### src/rtl/pktbuf_rd_arbiter_if.sv
// pktbuf_rd_arbiter_if: requester burst handshake plus packet-buffer read port.
// Stats outputs exist only when PKTBUF_RD_ARB_STATS_EN is defined.
interface pktbuf_rd_arbiter_if #(
  parameter int AWIDTH = 12,
  parameter int DWIDTH = 520,
  parameter int LWIDTH = 6
);
  logic [1:0]        req_valid;
  logic [AWIDTH-1:0] req_addr0;
  logic [AWIDTH-1:0] req_addr1;
  logic [LWIDTH-1:0] req_len0;
  logic [LWIDTH-1:0] req_len1;
  logic [1:0]        req_ready;
  logic [1:0]        req_done;
  logic [1:0]        rd_valid;
  logic [DWIDTH-1:0] rd_data;
  logic [AWIDTH-1:0] pkt_buffer_readaddress;
  logic              pkt_buffer_read;
  logic              pkt_buffer_readvalid;
  logic [DWIDTH-1:0] pkt_buffer_readdata;
  logic              err_orphan;
`ifdef PKTBUF_RD_ARB_STATS_EN
  logic [31:0] stats_bursts0;
  logic [31:0] stats_bursts1;
  logic [31:0] stats_stall;
  modport slave (
    input  req_valid, req_addr0, req_addr1, req_len0, req_len1, pkt_buffer_readvalid, pkt_buffer_readdata,
    output req_ready, req_done, rd_valid, rd_data, pkt_buffer_readaddress, pkt_buffer_read, err_orphan,
           stats_bursts0, stats_bursts1, stats_stall
  );
  modport master (
    output req_valid, req_addr0, req_addr1, req_len0, req_len1, pkt_buffer_readvalid, pkt_buffer_readdata,
    input  req_ready, req_done, rd_valid, rd_data, pkt_buffer_readaddress, pkt_buffer_read, err_orphan,
           stats_bursts0, stats_bursts1, stats_stall
  );
`else
  modport slave (
    input  req_valid, req_addr0, req_addr1, req_len0, req_len1, pkt_buffer_readvalid, pkt_buffer_readdata,
    output req_ready, req_done, rd_valid, rd_data, pkt_buffer_readaddress, pkt_buffer_read, err_orphan
  );
  modport master (
    output req_valid, req_addr0, req_addr1, req_len0, req_len1, pkt_buffer_readvalid, pkt_buffer_readdata,
    input  req_ready, req_done, rd_valid, rd_data, pkt_buffer_readaddress, pkt_buffer_read, err_orphan
  );
`endif
endinterface

### src/rtl/pktbuf_rd_arbiter.sv
// pktbuf_rd_arbiter: round-robin burst arbiter sharing the packet-buffer read port between two requesters.
// Define PKTBUF_RD_ARB_STATS_EN to add burst and stall counters.
module pktbuf_rd_arbiter #(
  parameter int AWIDTH          = 12,
  parameter int DWIDTH          = 520,
  parameter int LWIDTH          = 6,
  parameter int MAX_OUTSTANDING = 8
) (
  input logic clk,
  input logic rst,
  pktbuf_rd_arbiter_if.slave bus
);
  localparam int PW = $clog2(MAX_OUTSTANDING);
  localparam int UW = PW + 1;
  typedef enum logic {IDLE, BURST} state_t;
  state_t               state;
  logic                 last_grant, owner, pick, accept, issue, pop, full, empty;
  logic [AWIDTH-1:0]    cur_addr;
  logic [LWIDTH-1:0]    count, len_sel;
  logic [MAX_OUTSTANDING-1:0] fifo;
  logic [PW-1:0]        wp, rp;
  logic [UW-1:0]        used;
  always_comb begin
    pick = &bus.req_valid ? ~last_grant : bus.req_valid[1];
    accept = !rst && state == IDLE && |bus.req_valid;
    len_sel = pick ? bus.req_len1 : bus.req_len0;
    empty = used == '0;
    full = used == UW'(MAX_OUTSTANDING);
    pop = bus.pkt_buffer_readvalid && !empty;
    // a same-cycle return frees a slot, so a full FIFO does not block when popping
    issue = !rst && state == BURST && (!full || pop);
    bus.req_ready = accept ? (pick ? 2'b10 : 2'b01) : 2'b00;
    bus.req_done = accept && len_sel == '0 ? bus.req_ready :
                   issue && count == LWIDTH'(1) ? (owner ? 2'b10 : 2'b01) : 2'b00;
    bus.pkt_buffer_read = issue;
    bus.pkt_buffer_readaddress = issue ? cur_addr : '0;
  end
  always_ff @(posedge clk) begin
    if (rst) begin
      state <= IDLE;
      last_grant <= 1'b1;
      owner <= 1'b0;
      cur_addr <= '0;
      count <= '0;
      fifo <= '0;
      wp <= '0;
      rp <= '0;
      used <= '0;
      bus.rd_valid <= '0;
      bus.rd_data <= '0;
      bus.err_orphan <= 1'b0;
    end else begin
      if (accept) begin
        last_grant <= pick;
        owner <= pick;
        cur_addr <= pick ? bus.req_addr1 : bus.req_addr0;
        count <= len_sel;
        if (len_sel != '0) state <= BURST;
      end
      if (issue) begin
        fifo[wp] <= owner;
        wp <= wp + PW'(1);
        cur_addr <= cur_addr + AWIDTH'(1);
        count <= count - LWIDTH'(1);
        if (count == LWIDTH'(1)) state <= IDLE;
      end
      if (pop) rp <= rp + PW'(1);
      used <= used + UW'(issue) - UW'(pop);
      bus.rd_valid <= pop ? (fifo[rp] ? 2'b10 : 2'b01) : 2'b00;
      if (pop) bus.rd_data <= bus.pkt_buffer_readdata;
      if (bus.pkt_buffer_readvalid && empty) bus.err_orphan <= 1'b1;
    end
  end
`ifdef PKTBUF_RD_ARB_STATS_EN
  always_ff @(posedge clk) begin
    if (rst) begin
      bus.stats_bursts0 <= '0;
      bus.stats_bursts1 <= '0;
      bus.stats_stall <= '0;
    end else begin
      if (accept && !pick) bus.stats_bursts0 <= bus.stats_bursts0 + 32'd1;
      if (accept && pick) bus.stats_bursts1 <= bus.stats_bursts1 + 32'd1;
      if (state == BURST && !issue) bus.stats_stall <= bus.stats_stall + 32'd1;
    end
  end
`endif
endmodule

### src/flat_wrapper.sv
// flat-port wrapper written by rule: the top's interface ports become plain ports
module pktbuf_rd_arbiter_flat 
#(
  parameter int AWIDTH          = 12,
  parameter int DWIDTH          = 520,
  parameter int LWIDTH          = 6,
  parameter int MAX_OUTSTANDING = 8
)
  (clk, rst, bus_req_valid, bus_req_addr0, bus_req_addr1, bus_req_len0, bus_req_len1, bus_pkt_buffer_readvalid, bus_pkt_buffer_readdata, bus_req_ready, bus_req_done, bus_rd_valid, bus_rd_data, bus_pkt_buffer_readaddress, bus_pkt_buffer_read, bus_err_orphan);
  pktbuf_rd_arbiter_if #(.AWIDTH(AWIDTH), .DWIDTH(DWIDTH), .LWIDTH(LWIDTH)) bus_i ();
  input logic clk;
  input logic rst;
  input wire logic [$bits(bus_i.req_valid)-1:0] bus_req_valid;
  input wire logic [$bits(bus_i.req_addr0)-1:0] bus_req_addr0;
  input wire logic [$bits(bus_i.req_addr1)-1:0] bus_req_addr1;
  input wire logic [$bits(bus_i.req_len0)-1:0] bus_req_len0;
  input wire logic [$bits(bus_i.req_len1)-1:0] bus_req_len1;
  input wire logic [$bits(bus_i.pkt_buffer_readvalid)-1:0] bus_pkt_buffer_readvalid;
  input wire logic [$bits(bus_i.pkt_buffer_readdata)-1:0] bus_pkt_buffer_readdata;
  output wire logic [$bits(bus_i.req_ready)-1:0] bus_req_ready;
  output wire logic [$bits(bus_i.req_done)-1:0] bus_req_done;
  output wire logic [$bits(bus_i.rd_valid)-1:0] bus_rd_valid;
  output wire logic [$bits(bus_i.rd_data)-1:0] bus_rd_data;
  output wire logic [$bits(bus_i.pkt_buffer_readaddress)-1:0] bus_pkt_buffer_readaddress;
  output wire logic [$bits(bus_i.pkt_buffer_read)-1:0] bus_pkt_buffer_read;
  output wire logic [$bits(bus_i.err_orphan)-1:0] bus_err_orphan;
  assign bus_i.req_valid = bus_req_valid;
  assign bus_i.req_addr0 = bus_req_addr0;
  assign bus_i.req_addr1 = bus_req_addr1;
  assign bus_i.req_len0 = bus_req_len0;
  assign bus_i.req_len1 = bus_req_len1;
  assign bus_i.pkt_buffer_readvalid = bus_pkt_buffer_readvalid;
  assign bus_i.pkt_buffer_readdata = bus_pkt_buffer_readdata;
  assign bus_req_ready = bus_i.req_ready;
  assign bus_req_done = bus_i.req_done;
  assign bus_rd_valid = bus_i.rd_valid;
  assign bus_rd_data = bus_i.rd_data;
  assign bus_pkt_buffer_readaddress = bus_i.pkt_buffer_readaddress;
  assign bus_pkt_buffer_read = bus_i.pkt_buffer_read;
  assign bus_err_orphan = bus_i.err_orphan;
  pktbuf_rd_arbiter #(.AWIDTH(AWIDTH), .DWIDTH(DWIDTH), .LWIDTH(LWIDTH), .MAX_OUTSTANDING(MAX_OUTSTANDING)) u_core (.clk(clk), .rst(rst), .bus(bus_i));
endmodule
### config.mk
export PLATFORM = sky130hd
export DESIGN_NAME = pktbuf_rd_arbiter_flat
export DESIGN_NICKNAME = d
export VERILOG_FILES = /design/src/rtl/pktbuf_rd_arbiter_if.sv /design/src/rtl/pktbuf_rd_arbiter.sv /design/src/flat_wrapper.sv
export SDC_FILE = /design/constraint.sdc
export NUM_CORES = 1
export LEC_CHECK = 0
export ABC_AREA = 1
export BUFFER_PORTS_ARGS = -buffer_cell sky130_fd_sc_hd__buf_2
export CORE_AREA = 2 2 426 428
export DETAILED_ROUTE_END_ITERATION = 8
export DIE_AREA = 0 0 428 430
export PLACE_DENSITY_LB_ADDON = 0.25
export SYNTH_ARGS = -nofsm -noshare
export SYNTH_HDL_FRONTEND = slang
export SYNTH_SLANG_ARGS = --single-unit
### constraint.sdc
create_clock -name clk -period 5.6 [get_ports clk]
set_clock_uncertainty 0.15 [all_clocks]
set_input_delay 1.68 -clock clk [delete_from_list [all_inputs] [get_ports clk]]
set_output_delay 1.68 -clock clk [all_outputs]
set_load 0.05 [all_outputs]
==> reports/metrics.yaml <==
status:
  status: "finished clean"
routing:
  m1WireLength_um: 44700
  wl_met2_um: 49300
  first_pass_iters: 6
  highest_layer: "met5"
  route.detailed.drc: 0
  dr_wl_met3_um: 9010
  ant_nets: 0
  wire_per_inst_um: 17.3
  vias: 21552
  vias_per_cell: 3.50
  routed_wl_um: 106000
  drtIter0Drc: 1300
global_route:
  grt_max_degree: 186
  grt_pass1_vias: 20558
  grt_overflow: 0
  grt_usage_pct: 11.0
  antenna_found_initial: 50
  grt_first_pass_wirelength_um: 149000
clock_tree:
  cts_buffers: 73
  cts_max_level: 3
  postCtsHoldBufs: 0
  clockBufferDepth: 3
  cts_resized: 0
  clock_latency_ns: 0.68
  cts_setup_buffers: 0
  cts_tree: "built"
  root_buffer: "clkbuf_16"
  clk_pin_slew_ns: 0.05
  clock_sinks: 562
sta:
  final_hold_viol_count: 0
  final.setup.tns_ns: 0
  fin_crit_ns: 5.18
  period_share_pct: 92.6
  fmax_mhz: 193
  tightest_slew_ns: 1.01
  slew_headroom_pct: 32.9
  slew_violations: 0
  grt_setup_unrepaired: "false"
  setup-violations-final: 0
final_layout:
  area_growth_syn_to_layout_pct: 49.1
  final_common_cell: "nor2_1"
  final_cell_area_mm2: 0.0309
  nets: 4288
  final_cell_mix: "nor2_1 (1103), buf_2 (1098), dfxtp_1 (562), o21ai_0 (362), o21ai_1 (187)"
  drive_above_1_share_pct: 33.3
die:
  fp.dieW_um: 428
  start_util_pct: 11.5
  row_count: 156
  fp.dieH_um: 430
  core_mm2: 0.180
  ioPinCount: 1101
  dieArea_mm2: 0.184
run:
  drv_cap: 0
hold_path:
  hp-class: "reg -> reg"
synth:
  postSynthAreaPerCell_um2: 7.66
  ys_ff_latch: 562
  yosysWarnings: 0
  ys_seq_area_share_pct: 54.2
  ys_types: 35
  syn_area_mm2: 0.0207
  postSynthNetCount: 3281
  postSynthCellCount: 2708
placed_design:
  port_buffers: 1100
  dp_hpwl_um: 80200
  postPlaceCellArea_mm2: 0.0284
  gp_congestion: 0.909
setup_path:
  start_kind: "input pin"
  path_class: "in -> out"
  cp_slowest_stage_delay_ns: 0.30
  worstPathRequired_ns: 3.77
  cp_cell_sequence: "buf_2 > nand2_2 > nand2_2 > nand2_1 > nand2_1 > nor2_1 > nand3_1 > o21ai_0 > buf_4 > buf_12"
  end_kind: "primary output"
  crit_fanout: 17
  worst_path_max_delay_cell: "o21ai_0"
  crit_arrival_ns: 3.35
power_and_ir_drop:
  p_leak_nw: 14.4
  power_density_mw_per_mm2: 626
  ir_worst_vdd_mv: 0.281
## flip-flops by register name, summed over array words and instances, names as in the netlist
name and count:
u_core.bus.err_orphan 1, u_core.bus.rd_data 520, u_core.bus.rd_valid 2, u_core.count 6, u_core.cur_addr 12, u_core.fifo 8, u_core.last_grant 1, u_core.owner 1
u_core.rp 3, u_core.state 1, u_core.used 4, u_core.wp 3
## final timing paths
check,startpoint,end,slack (ns),cells after the start
worst min register to register,u_core.bus.rd_data[357],u_core.bus.rd_data[357],0.32,2
worst min-delay path,u_core.bus.rd_data[357],u_core.bus.rd_data[357],0.32,2
worst max register to register,u_core.used[2],u_core.used[2],2.38,12
worst max-delay path,bus_req_valid[0],bus_req_done[1],0.42,10
## cell families (layout without fill, tap and decap cells)
group,Yosys count,after routing,share of synthesized area [%]
buffers and inverters,250,1313,6.35
adders and majority gates,12,12,0.760
xor gates and xnor gates,6,6,0.253
DFF,562,562,54.2
and+or+nand+nor,1297,1297,24.3
AOI/OAI and AO/OA,581,581,14.1
other,0,12,0
## through the flow
step | utilization (%) | hold WS [ns] | std cells | power [mW] | setup WS, ns
2_1_floorplan | - | 0.308 | 2708 | 12.3 | 0.299
4_1_cts | 17.2 | 0.329 | 6141 | 19.7 | 0.380
3_3_place_gp | 15.8 | 0.308 | 6010 | 14.5 | 0.377
6_report | 17.2 | 0.322 | 6153 | 19.4 | 0.417
5_1_grt | 17.2 | 0.343 | 6152 | 20.5 | 0.151
3_5_place_dp | 15.8 | 0.315 | 6010 | 14.6 | 0.383
## routing by layer
| layer | GRT usage, % | up-vias |
|---|---|---|
| met5 | 0 | - |
| met4 | 4.43 | 6 |
| met3 | 4.29 | 171 |
| met2 | 17.7 | 776 |
| met1 | 13.1 | 9940 |
| li1 | - | 10659 |
## cells in the mapped netlist, drive strengths merged
cell type     n  share of area, %
a21oi        29              0.75
a22oi         1             0.036
and2          1             0.030
buf          98               3.6
clkbuf       89               1.6
clkinv        1             0.024
dfxtp       562                54
fa            1             0.096
ha           11              0.66
inv          62               1.1
nand2       147               2.9
nand3        27              0.74
nand3b        4              0.14
nand4         5              0.15
nor2       1106                20
nor3          6              0.14
nor3b         1             0.090
o21ai       551                13
xnor2         3              0.13
xor2          3              0.13
## layout make-up
| class | instances | area, um^2 |
|---|---|---|
| repair buffers | 1119 | 5740 |
| well taps | 2370 | 2970 |
| fillers | 20738 | 149000 |
| clock buffers | 107 | 2130 |
| multi-input cells | 1896 | 8180 |
| diodes | 12 | 30.0 |
| clock inverters | 24 | 375 |
| inverters | 63 | 262 |
| flip-flops and latches | 562 | 11300 |
## report_power, final
part,leakage (nW),total [mW],switching (mW),internal (mW)
registers,4.65,5.73,0.592,5.14
logic,8.53,8.66,6.81,1.86
clock network,1.23,4.96,2.01,2.95
total,14.4,19.4,9.41,9.94
## worst max-delay path, delay by kind of cell
family,cells,cell delay (ns)
and+or+nand+nor,6,0.93
AOI/OAI and AO/OA,1,0.30
buffers and inverters,3,0.43
No activity file was read; power rests on OpenSTA's default activity.
